==> config.mk <==
export PLATFORM = sky130hd
export DESIGN_NAME = press_generator
export DESIGN_NICKNAME = d
export VERILOG_FILES = /design/src/rtl/press_generator.sv
export SDC_FILE = /design/constraint.sdc
export NUM_CORES = 1
export LEC_CHECK = 0
export ABC_AREA = 1
export CORE_UTILIZATION = 57
export DETAILED_ROUTE_END_ITERATION = 12
export PLACE_DENSITY_LB_ADDON = 0.25
export SLEW_MARGIN = 30
export SYNTH_ARGS = -nofsm -noshare
export SYNTH_HDL_FRONTEND = slang
export SYNTH_SLANG_ARGS = --single-unit
==> constraint.sdc <==
create_clock -name clk -period 2.25 [get_ports clk]
set_input_delay 0.5625 -clock clk [delete_from_list [all_inputs] [get_ports clk]]
set_output_delay 0.5625 -clock clk [all_outputs]
set_load 0.01 [all_outputs]
==> src/rtl/press_generator.sv <==
// Button-press transmitter: queues direction requests and replays them as one-hot
// press pulses with fixed hold and release timing. Optional PRESS_COUNT_EN adds press_count.
module press_generator #(
  parameter int DEPTH       = 4,
  parameter int HOLD_CYCLES = 4,
  parameter int GAP_CYCLES  = 3
) (
  input  logic       clk,
  input  logic       reset,
  input  logic       req_valid,
  input  logic [1:0] req_dir,
  output logic       req_ready,
  input  logic       flush,
  output logic [3:0] pressed,
  output logic       busy
`ifdef PRESS_COUNT_EN
  ,
  output logic [15:0] press_count
`endif
);

  // state | meaning
  // IDLE  | no press in progress, waiting for a queued request
  // HOLD  | press line for the latched direction is high
  // GAP   | all lines low, enforcing the release interval

  localparam int AW  = $clog2(DEPTH);
  localparam int MAXC = (HOLD_CYCLES > GAP_CYCLES) ? HOLD_CYCLES : GAP_CYCLES;
  localparam int CW  = $clog2(MAXC + 1);
  localparam logic [CW-1:0] HOLD_LOAD = CW'(HOLD_CYCLES - 1);
  localparam logic [CW-1:0] GAP_LOAD  = CW'(GAP_CYCLES - 1);

  typedef enum logic [1:0] {IDLE, HOLD, GAP} state_t;

  state_t          state, state_d;
  logic [CW-1:0]   cnt, cnt_d;
  logic [1:0]      dir, dir_d;
  logic [3:0]      pressed_d;

  logic [1:0]      mem [DEPTH];
  logic [AW-1:0]   wr_ptr, rd_ptr;
  logic [AW:0]     count;
  logic            full, empty, push, pop;

  assign full      = (count == (AW+1)'(DEPTH));
  assign empty     = (count == '0);
  assign req_ready = ~full;
  assign push      = req_valid & ~full & ~flush;
  assign busy      = (state != IDLE) | ~empty;

  always_ff @(posedge clk) begin
    if (push) mem[wr_ptr] <= req_dir;
  end

  always_ff @(posedge clk or negedge reset) begin
    if (!reset) begin
      wr_ptr <= '0;
      rd_ptr <= '0;
      count  <= '0;
    end else if (flush) begin
      wr_ptr <= '0;
      rd_ptr <= '0;
      count  <= '0;
    end else begin
      if (push) wr_ptr <= wr_ptr + AW'(1);
      if (pop)  rd_ptr <= rd_ptr + AW'(1);
      case ({push, pop})
        2'b10:   count <= count + (AW+1)'(1);
        2'b01:   count <= count - (AW+1)'(1);
        default: count <= count;
      endcase
    end
  end

  always_ff @(posedge clk or negedge reset) begin
    if (!reset) begin
      state   <= IDLE;
      cnt     <= '0;
      dir     <= '0;
      pressed <= '0;
    end else begin
      state   <= state_d;
      cnt     <= cnt_d;
      dir     <= dir_d;
      pressed <= pressed_d;
    end
  end

  // flush suppresses every pop and forces an in-flight press into its release gap
  always_comb begin
    state_d = state;
    cnt_d   = cnt;
    dir_d   = dir;
    pop     = 1'b0;
    case (state)
      IDLE: begin
        if (!flush && !empty) begin
          pop     = 1'b1;
          dir_d   = mem[rd_ptr];
          cnt_d   = HOLD_LOAD;
          state_d = HOLD;
        end
      end
      HOLD: begin
        if (flush || cnt == '0) begin
          cnt_d   = GAP_LOAD;
          state_d = GAP;
        end else begin
          cnt_d = cnt - CW'(1);
        end
      end
      GAP: begin
        if (cnt == '0) begin
          if (!flush && !empty) begin
            pop     = 1'b1;
            dir_d   = mem[rd_ptr];
            cnt_d   = HOLD_LOAD;
            state_d = HOLD;
          end else begin
            state_d = IDLE;
          end
        end else begin
          cnt_d = cnt - CW'(1);
        end
      end
      default: state_d = IDLE;
    endcase
  end

  always_comb begin
    pressed_d = 4'b0000;
    if (state_d == HOLD) pressed_d = 4'(1) << dir_d;
  end

`ifdef PRESS_COUNT_EN
  always_ff @(posedge clk or negedge reset) begin
    if (!reset)                              press_count <= '0;
    else if (state_d == HOLD && state != HOLD) press_count <= press_count + 16'd1;
  end
`endif

endmodule

==> flow_metrics.tcl, run 1 <==
set metrics [dict create \
    status "finished clean" \
    final_common_cell "nand2_1" \
    cts_tree "yes" \
    period_minus_slack_ps 2185 \
    hpwl_mm 2.070 \
    vias_per_cell 5.109 \
    yosys_warnings 0 \
    vias 1170 \
    worst_pin_slew_ps 283.3 \
    portBuffers 11 \
    avgSynthCellArea_um2 8.266 \
    dieArea_um2 2788 \
    syn_area_um2 1471 \
    htreeDepth 1 \
    hold_buffers 0 \
    syn_inst 178 \
    drive_gt1_share_pct 11.56 \
    cp_max_fo 4 \
    fp.dieH_um 52.81 \
    final_nets 217 \
    finClkSkew_ps 8.589 \
    synth.distinct_cells 23 \
    drt_iter0_drc 32 \
    vdd_drop_max_uv 911.5 \
    ctsLongestPathBuffers 2 \
    dr.pass1.iters 5 \
    die_w_um 52.81 \
    final_cell_mix "nand2_1 (55), inv_1 (26), dfrtp_1 (18), nor2_1 (17), nand3_1 (15)" \
    grt_use_total_pct 22.28 \
    wl_per_cell_um 12.04 \
    path_depth 3 \
    syn_to_final_growth_pct 16.75 \
    cp_slowest_stage_delay_ps 490 \
    path_clk_slew_ps 150 \
    syn-num-nets 195 \
    reg2reg_from "state[0]" \
    grt_setup_unrepaired "false" \
    holdCritPathClass "in2async" \
    synth_seq_cells 26 \
    grt_first_pass_wirelength_mm 4.409 \
    reg2reg_setup_slack_ps 190 \
    cts-root-buf "clkbuf_4" \
    place.gp.congestion 0.8561 \
    slew_headroom_pct 81.12 \
    finalSetupViolations 0 \
    register_area_um2 690.7 \
    grt_max_degree 19 \
    grt.overflow.total 0 \
    crit_path_top_delay_cell "clkdlybuf4s50_1" \
    nFillCells 200 \
    cp-endpoint "req_ready" \
    power_mw 2.137 \
    critical_path_class "reg2out" \
    coreArea_um2 2455 \
    leakagePower_nw 0.8701 \
    timing_hold_violations_final 0 \
    drc_errors 0 \
    r2r-end "count[2]" \
    arrival_ps 1620 \
    multiInputGateArea_um2 674.4 \
    period_share_pct 97.10 \
    cp_top_family "buffers and inverters" \
    start_kind "register" \
    io_pins 12 \
    yosysSeqAreaShare_pct 46.94 \
    cellPowerDensity_nw_per_um2 1244 \
    diodes 0 \
    cp.required_ps 1690 \
    endpoint_kind "output pin" \
    num_rows 18 \
    insertion_delay_ps 330 \
    path_cells "nor2_2 -> nand2_1 -> clkdlybuf4s50_1" \
    final_util_pct 69.98 \
    numCtsBuffers 3 \
    r2r_cells 13 \
    clock_sinks 26 \
    grt_pass1_vias 1011 \
    ant_nets 0 \
    wirelength_mm 2.757 \
    startpoint "count[1]" \
    worst-path-buf-inv 1 \
    maxCapViolations 0 \
    initial_core_util_pct 59.94 \
    slew_violations 0 \
    antenna_found_initial 0 \
    max_freq_mhz 457.7 \
]
[how the worst min path moves through the flow]
stage,to,startpoint,slack (ps)
2_1_floorplan,cnt[0],reset,270
3_3_place_gp,cnt[2],cnt[2],490
3_5_place_dp,dir[1],dir[1],510
4_1_cts,dir[1],reset,540
5_1_grt,dir[1],reset,570
6_report,dir[1],reset,530
[metal layers]
metal  vias to the layer above  wire (um)  global-route usage (%)
li1                        606          -                       -
met1                       527       1275                   30.78
met2                        29       1329                   35.44
met3                         8        118                   3.478
met4                         0         34                   7.018
met5                         -          0                       0
[Yosys cell counts]
cell | n | area (um^2)
nor2_2 | 1 | 6.260
dfrtp_1 | 18 | 450.4
nand2_1 | 55 | 206.5
a21oi_4 | 2 | 32.53
o22ai_1 | 1 | 6.260
nand3_2 | 2 | 20.02
and2_2 | 1 | 7.510
inv_2 | 2 | 7.510
or2_2 | 1 | 6.260
a22oi_1 | 1 | 7.510
o21ai_1 | 1 | 5.000
fa_1 | 1 | 20.02
o21ai_0 | 8 | 40.04
ha_1 | 10 | 125.1
nand4_1 | 3 | 18.77
nand3_1 | 15 | 75.07
edfxtp_1 | 8 | 240.2
xnor2_1 | 1 | 8.760
nor2_1 | 17 | 63.81
inv_1 | 27 | 101.4
nand2_2 | 1 | 6.260
a21oi_1 | 1 | 5.000
nand2_4 | 1 | 11.26
[repair_timing]
item                       CTS  global route
setup buffers                0             1
gates resized for setup      3             0
setup endpoints to repair    1             1
[final cells by class]
type                            instances  share of cell area (%)
Sequential cell                        26                   40.20
Multi-Input combinational cell        123                   39.26
Timing Repair Buffer                   17                   8.958
Inverter                               29                   6.336
Tap cell                               30                   2.185
Clock inverter                          1                   1.748
Clock buffer                            3                   1.311
[logic make-up (layout without fill, tap and decap cells)]
| kind of cell | Yosys count | in the layout | synth area share (%) |
|---|---|---|---|
| adder cells (fa/ha/maj) | 11 | 11 | 9.864 |
| XOR/XNOR | 1 | 1 | 0.5953 |
| buffers and inverters | 29 | 50 | 7.398 |
| flip-flops | 26 | 26 | 46.94 |
| AO/OA/AOI/OAI | 14 | 14 | 6.547 |
| AND/OR/NAND/NOR | 97 | 97 | 28.66 |
[metrics by stage]
stage	setup TNS [ps]	setup slack, ps	hold WS, ps	cells	instance area (um^2)
after detailed placement	-68.75	-68.75	514.4	224	1657
after CTS	0	58.84	536.7	228	1710
after floorplan	0	251.4	266.9	178	1471
after global routing	0	3.018	573.2	229	1718
after global placement	0	35.99	486.7	224	1657
final	0	65.15	534.1	229	1718
[power breakdown]
part / internal, mW / switching (mW) / total (mW)
Clock: 0.180 / 0.143 / 0.323
Combinational: 0.435 / 0.675 / 1.11
Sequential: 0.614 / 0.0905 / 0.705
Total: 1.23 / 0.908 / 2.14
[registers in the layout (all words and copies together), names as in the netlist]
name     cells
mem          8
state        2
pressed      4
rd_ptr       2
wr_ptr       2
cnt          3
count        3
dir          2
[worst reg2reg max path, stage by stage (launching register included)]
cell	delay (ps)
dfrtp_1	390
inv_2	70
ha_1	250
nand3_1	120
nand2_1	100
nand3_2	110
inv_1	60
fa_1	380
xnor2_1	220
inv_1	70
nand2_1	70
nand2_1	40
nand3_1	60
nand2_1	60
No activity file was read; power rests on OpenSTA's default activity.
==> inputs of run 2 (changes only) <==
Settings changed: CAP_MARGIN from default to 10, CORE_UTILIZATION 57 to 51.
Clock period 2.25 ns to 1.8 ns, I/O delays scaled along.
==> run 2 against run 1 <==
The run now ends with setup timing left; via count up 6.4%; clock-buffer cell count is the same; cell count increased by 7.0%; power grew 41%; sequential power up 26%; clock skew down 6.2 ps; critical path depth is 10 higher; highest routed layer unchanged; worst setup slack lost 180 ps.
==> flow_metrics.tcl, run 2 (same netlist as run 1, synthesis figures left out) <==
set metrics [dict create \
    critical_path_class "reg2reg" \
    cts_tree "yes" \
    numCtsBuffers 3 \
    regMostFlops "mem" \
    ctsLongestPathBuffers 2 \
    slew_headroom_pct 80.77 \
    start_kind "register" \
    leakagePower_nw 0.9404 \
    grt_pass1_vias 1288 \
    reg2reg_from "state[0]" \
    worst_pin_slew_ps 288.5 \
    vias 1245 \
    cellPowerDensity_nw_per_um2 1573 \
    combPwrFrac_pct 57.3 \
    grt.overflow.total 0 \
    wirelength_mm 3.126 \
    startpoint "state[0]" \
    final_cell_mix "nand2_1 (54), inv_1 (23), buf_4 (19), nor2_1 (17), dfrtp_1 (17)" \
    wl_per_cell_um 12.76 \
    dr.pass1.iters 5 \
    power.switching_mw 1.255 \
    cp.required_ps 2070 \
    antenna_found_initial 0 \
    cp_max_fo 2 \
    max_freq_mhz 521.9 \
    arrival_ps 2180 \
    endpoint_kind "register" \
    vdd_drop_max_uv 1448 \
    die_w_um 55.72 \
    insertion_delay_ps 320 \
    p_seq_share_pct 29.6 \
    finalSetupViolations 2 \
    coreArea_um2 2734 \
    clock_sinks 26 \
    violations "setup timing" \
    swShare_pct 41.70 \
    place.gp.congestion 0.8352 \
    grt_first_pass_wirelength_mm 5.671 \
    largest_register_ffs 8 \
    htreeDepth 1 \
    hpwl_mm 2.277 \
    num_rows 19 \
    vias_per_cell 5.082 \
    setup_tns_ps -201.4 \
    slew_violations 0 \
    diodes 0 \
    io_pins 12 \
    power_mw 3.009 \
    syn_to_final_growth_pct 30.02 \
    period_minus_slack_ps 1916 \
    cts-root-buf "clkbuf_4" \
    ant_nets 0 \
    grt_use_total_pct 23.48 \
    hold_buffers 0 \
    grt_setup_unrepaired "true" \
    internal-power_mw 1.754 \
    drive_gt1_share_pct 22.90 \
    drt_iter0_drc 55 \
    period_share_pct 106.5 \
    grt_max_degree 19 \
    holdCritPathClass "in2async" \
    pwr-share-clk_pct 13.1 \
    path_clk_slew_ps 140 \
    final_common_cell "nand2_1" \
    final_nets 232 \
    reg_top3 "mem x8, pressed x4" \
    status "complete, but fails checks" \
    fp.dieH_um 55.72 \
    timing_hold_violations_final 0 \
    maxCapViolations 0 \
    initial_core_util_pct 53.82 \
    drc_errors 0 \
    layout_setup_ws_ps -116.1 \
    portBuffers 11 \
    finClkSkew_ps 2.369 \
    dieArea_um2 3104 \
]
==> run 2: what timing repair did <==
action	in CTS	in global routing
buffers inserted	8	1
endpoints found under the setup margin	3	4
gates resized for setup	12	2
pin swaps	8	9
==> run 2: power by group through the flow <==
stage | Combinational (mW) | Clock (mW) | Sequential (mW)
after floorplan | 1.02 | 0 | 0.892
after global placement | 1.43 | 0 | 0.895
after detailed placement | 1.49 | 0 | 0.906
after CTS | 1.66 | 0.406 | 0.888
after global routing | 1.93 | 0.430 | 0.908
final | 1.73 | 0.394 | 0.889
==> run 2: stage by stage <==
| stage | area [um^2] | util, % | worst slack [ps] | std cells | hold slack (ps) |
|---|---|---|---|---|---|
| after CTS | 1894 | 69.29 | -109.0 | 244 | 449.9 |
| after floorplan | 1511 | - | 24.70 | 178 | 154.4 |
| after detailed placement | 1750 | 64.03 | -294.1 | 232 | 527.3 |
| after global placement | 1750 | 64.03 | -200.1 | 232 | 488.2 |
| final | 1913 | 69.98 | -116.1 | 245 | 443.3 |
| after global routing | 1913 | 69.98 | -228.0 | 245 | 451.3 |
==> run 2: area by class of cell <==
class	instances	area, um^2
flip-flops and latches	26	691.9
fillers	190	820.8
inverters	29	108.9
clock buffers	3	22.52
clock inverters	1	30.03
well taps	31	38.79
repair buffers	32	270.3
multi-input cells	123	750.7
==> run 2: per-layer routing <==
metal | part of all wire (%) | up-vias | wire length [um] | GRT usage [%]
met5 | 0 | - | 0 | 0
met4 | 0.96 | 0 | 30 | 7.143
met3 | 4.8 | 4 | 149 | 5.349
met2 | 54 | 35 | 1698 | 42.34
met1 | 40 | 569 | 1247 | 27.63
li1 | - | 637 | - | -
==> run 2: path summary, 6_finish.rpt <==
kind	slack, ps	endpoint	depth (start not counted)
min in group clk	560	rd_ptr[1]	2
min reg2reg	560	rd_ptr[1]	2
min	440	wr_ptr[1]	2
max in group asynchronous	1150	count[0]	2
max reg2reg	-120	count[2]	13
max	-120	count[2]	13
==> run 2: critical path: stages (launching register included) <==
cell     delay, ps
dfrtp_1        400
inv_2           50
buf_6          120
ha_4           160
nand3_4         90
nand2_4         70
nand3_4         90
inv_2           50
fa_2           350
xnor2_2        170
nand4_1        120
nand2_1         80
nand3_1         60
nand2_1         50
==> inputs of run 3 (changes only) <==
Settings changed: ABC_AREA 1 to default, CORE_UTILIZATION 51 to 40.
==> run 3 against run 2 <==
Critical path type unchanged; clock skew up 9.6 ps; sequential cell count unchanged; the run still ends with setup timing left; global-route usage decreased by 4.2 points; die area is 25% higher; hold slack improved by 4.6 ps; area after synthesis decreased by 0.85%; clock power grew 3%; largest cell class unchanged.
==> flow_metrics.tcl, run 3 <==
set metrics [dict create \
    slew_violations 0 \
    hpwl_mm 2.249 \
    wirelength_mm 3.690 \
    ctsLongestPathBuffers 2 \
    start_kind "register" \
    period_share_pct 114.8 \
    cts-root-buf "clkbuf_4" \
    syn_area_um2 1459 \
    syn-num-nets 147 \
    clock_sinks 26 \
    diodes 0 \
    critical_path_class "reg2reg" \
    synth.area.top_cells "dfrtp_1 (31%), edfxtp_1 (16%), ha_1 (8.6%)" \
    syn_inst 130 \
    finalSetupViolations 11 \
    p_seq_share_pct 22.6 \
    drive_gt1_share_pct 53.65 \
    endpoint_kind "register" \
    finClkSkew_ps 11.96 \
    async_reset_ff_share_pct 69.23 \
    cellPowerDensity_nw_per_um2 1671 \
    fp.dieH_um 62.39 \
    reg_top3 "mem x8, pressed x4" \
    coreArea_um2 3416 \
    initial_core_util_pct 42.71 \
    drt_iter0_drc 33 \
    slew_headroom_pct 77.04 \
    grt_max_degree 19 \
    period_minus_slack_ps 2066 \
    power.switching_mw 1.467 \
    grt_first_pass_wirelength_mm 5.782 \
    violations "setup timing" \
    reg2reg_from "state[1]" \
    place.gp.congestion 0.7807 \
    cp_max_fo 3 \
    pre_cts_ws_ps -514.0 \
    grt_use_total_pct 19.24 \
    power_mw 3.888 \
    pwr-share-clk_pct 10.5 \
    swShare_pct 37.74 \
    synth_commonest_cells "dfrtp_1 (18), ha_1 (10), inv_1 (10), edfxtp_1 (8), o21ai_0 (8)" \
    timing_hold_violations_final 0 \
    yosys.area_share.simple_pct 18.01 \
    yosys.area.top_type "dfrtp_1" \
    cts_tree "yes" \
    ant_nets 0 \
    synth-edff-count 8 \
    drc_errors 0 \
    numCtsBuffers 3 \
    final_util_pct 68.13 \
    internal-power_mw 2.421 \
    synth_compound_area_share_pct 13.72 \
    wl_per_cell_um 15.50 \
    final_nets 210 \
    cp.required_ps 2030 \
    num_rows 21 \
    grt_pass1_vias 1264 \
    yosys.area_share.xor_xnor_pct 1.201 \
    r2r_cells 10 \
    yosys_warnings 0 \
    synth_top_family_by_area "simple AND/OR/NAND/NOR gates" \
    maxCapViolations 0 \
    final_common_cell "buf_4" \
    io_pins 12 \
    vdd_drop_max_uv 823.4 \
    avgSynthCellArea_um2 11.22 \
    portBuffers 11 \
    leakagePower_nw 1.028 \
    synthMuxAreaShare_pct 6.690 \
    die_w_um 62.39 \
    finalNonFillerCells 238 \
    yosysSeqAreaShare_pct 47.34 \
    regMostFlops "mem" \
    max_freq_mhz 484.1 \
    grt.overflow.total 0 \
    synth_top_flop_cell "dfrtp_1" \
    synth.distinct_cells 42 \
    arrival_ps 2300 \
    syn_to_final_growth_pct 59.52 \
    startpoint "state[1]" \
    largest_register_ffs 8 \
    path_clk_slew_ps 160 \
    yosysMostFrequentCell "dfrtp_1" \
    r2r-end "count[2]" \
    holdCritPathClass "in2async" \
    synth_seq_cells 26 \
    status "complete, but fails checks" \
    worst_pin_slew_ps 344.4 \
    vias_per_cell 5.143 \
    antenna_found_initial 0 \
    layout_setup_ws_ps -265.7 \
    reg2reg_setup_slack_ps -270 \
    insertion_delay_ps 320 \
    dr.pass1.iters 4 \
    grt_setup_unrepaired "true" \
    final_cell_mix "buf_4 (34), dfrtp_1 (17), buf_6 (16), clkdlybuf4s50_1 (9), edfxtp_1 (8)" \
    synthDominantCellAreaShare_pct 30.87 \
    placed_cells 215 \
    yosys.area_share.adder_pct 9.949 \
    htreeDepth 1 \
    combPwrFrac_pct 66.9 \
    vias 1224 \
    dieArea_um2 3893 \
    cp-endpoint "count[2]" \
]
[run 3: worst max-delay path, stage by stage, from the launching register on]
cell and delay (ps):
dfrtp_2 470, inv_2 90, ha_4 170, inv_4 40
a211oi_4 250, and2_4 180, fa_2 180, inv_2 50
buf_6 110, a21oi_4 110, mux2_4 310
[run 3: logic make-up (layout without fill, tap and decap cells)]
logic type | after synthesis | after routing
AND/OR/NAND/NOR | 43 | 43
adder cells (fa/ha/maj) | 11 | 11
AO/OA/AOI/OAI | 29 | 29
XOR/XNOR | 2 | 2
flip-flops | 26 | 26
multiplexers | 7 | 7
buffers and inverters | 12 | 74
[run 3: power by group through the flow]
stage | registers [mW] | logic [mW] | clock network, mW
4_1_cts | 0.873 | 2.04 | 0.418
2_1_floorplan | 0.916 | 0.910 | 0
6_report | 0.879 | 2.60 | 0.407
5_1_grt | 0.898 | 2.80 | 0.440
3_5_place_dp | 0.895 | 1.65 | 0
3_3_place_gp | 0.888 | 1.62 | 0
[run 3: routing by layer]
metal,share of wire (%),up-vias,track usage [%]
met2,56,18,36.26
li1,-,592,-
met5,0,-,0
met3,2.0,2,2.920
met1,41,612,22.16
met4,0.73,0,6.105
[run 3: metrics by stage]
step	hold slack (ps)	instance area (um^2)	setup TNS [ps]
global placement	553.9	1871	-4317
detailed placement	560.3	1871	-4979
finish	448.0	2327	-1290
floorplan	154.4	1485	-503.1
global route	463.3	2327	-2293
CTS	456.0	2105	-1103
[run 3: how the worst min path moves through the flow]
stage / from / slack [ps] / depth (start not counted) / end
5_1_grt: reset / 460 / 2 / state[0]
6_report: reset / 450 / 2 / state[1]
4_1_cts: reset / 460 / 2 / state[1]
2_1_floorplan: reset / 150 / 0 / cnt[0]
3_5_place_dp: count[0] / 560 / 2 / count[0]
3_3_place_gp: count[0] / 550 / 2 / count[0]
[run 3: final cells by class]
class                   instances  area [um^2]
fillers                       231         1089
multi-input cells              92        944.7
flip-flops and latches         26        691.9
repair buffers                 60        540.5
well taps                      46        57.56
inverters                      10        40.04
clock inverters                 1        30.03
clock buffers                   3        22.52
[run 3: repair_timing]
item / 4_1_cts / 5_1_grt
setup buffers: 8 / 14
gates cloned: 0 / 0
setup endpoints to repair: 10 / 15
hold buffers: 0 / 0
pin swaps: 6 / 14
gates resized for setup: 41 / 36
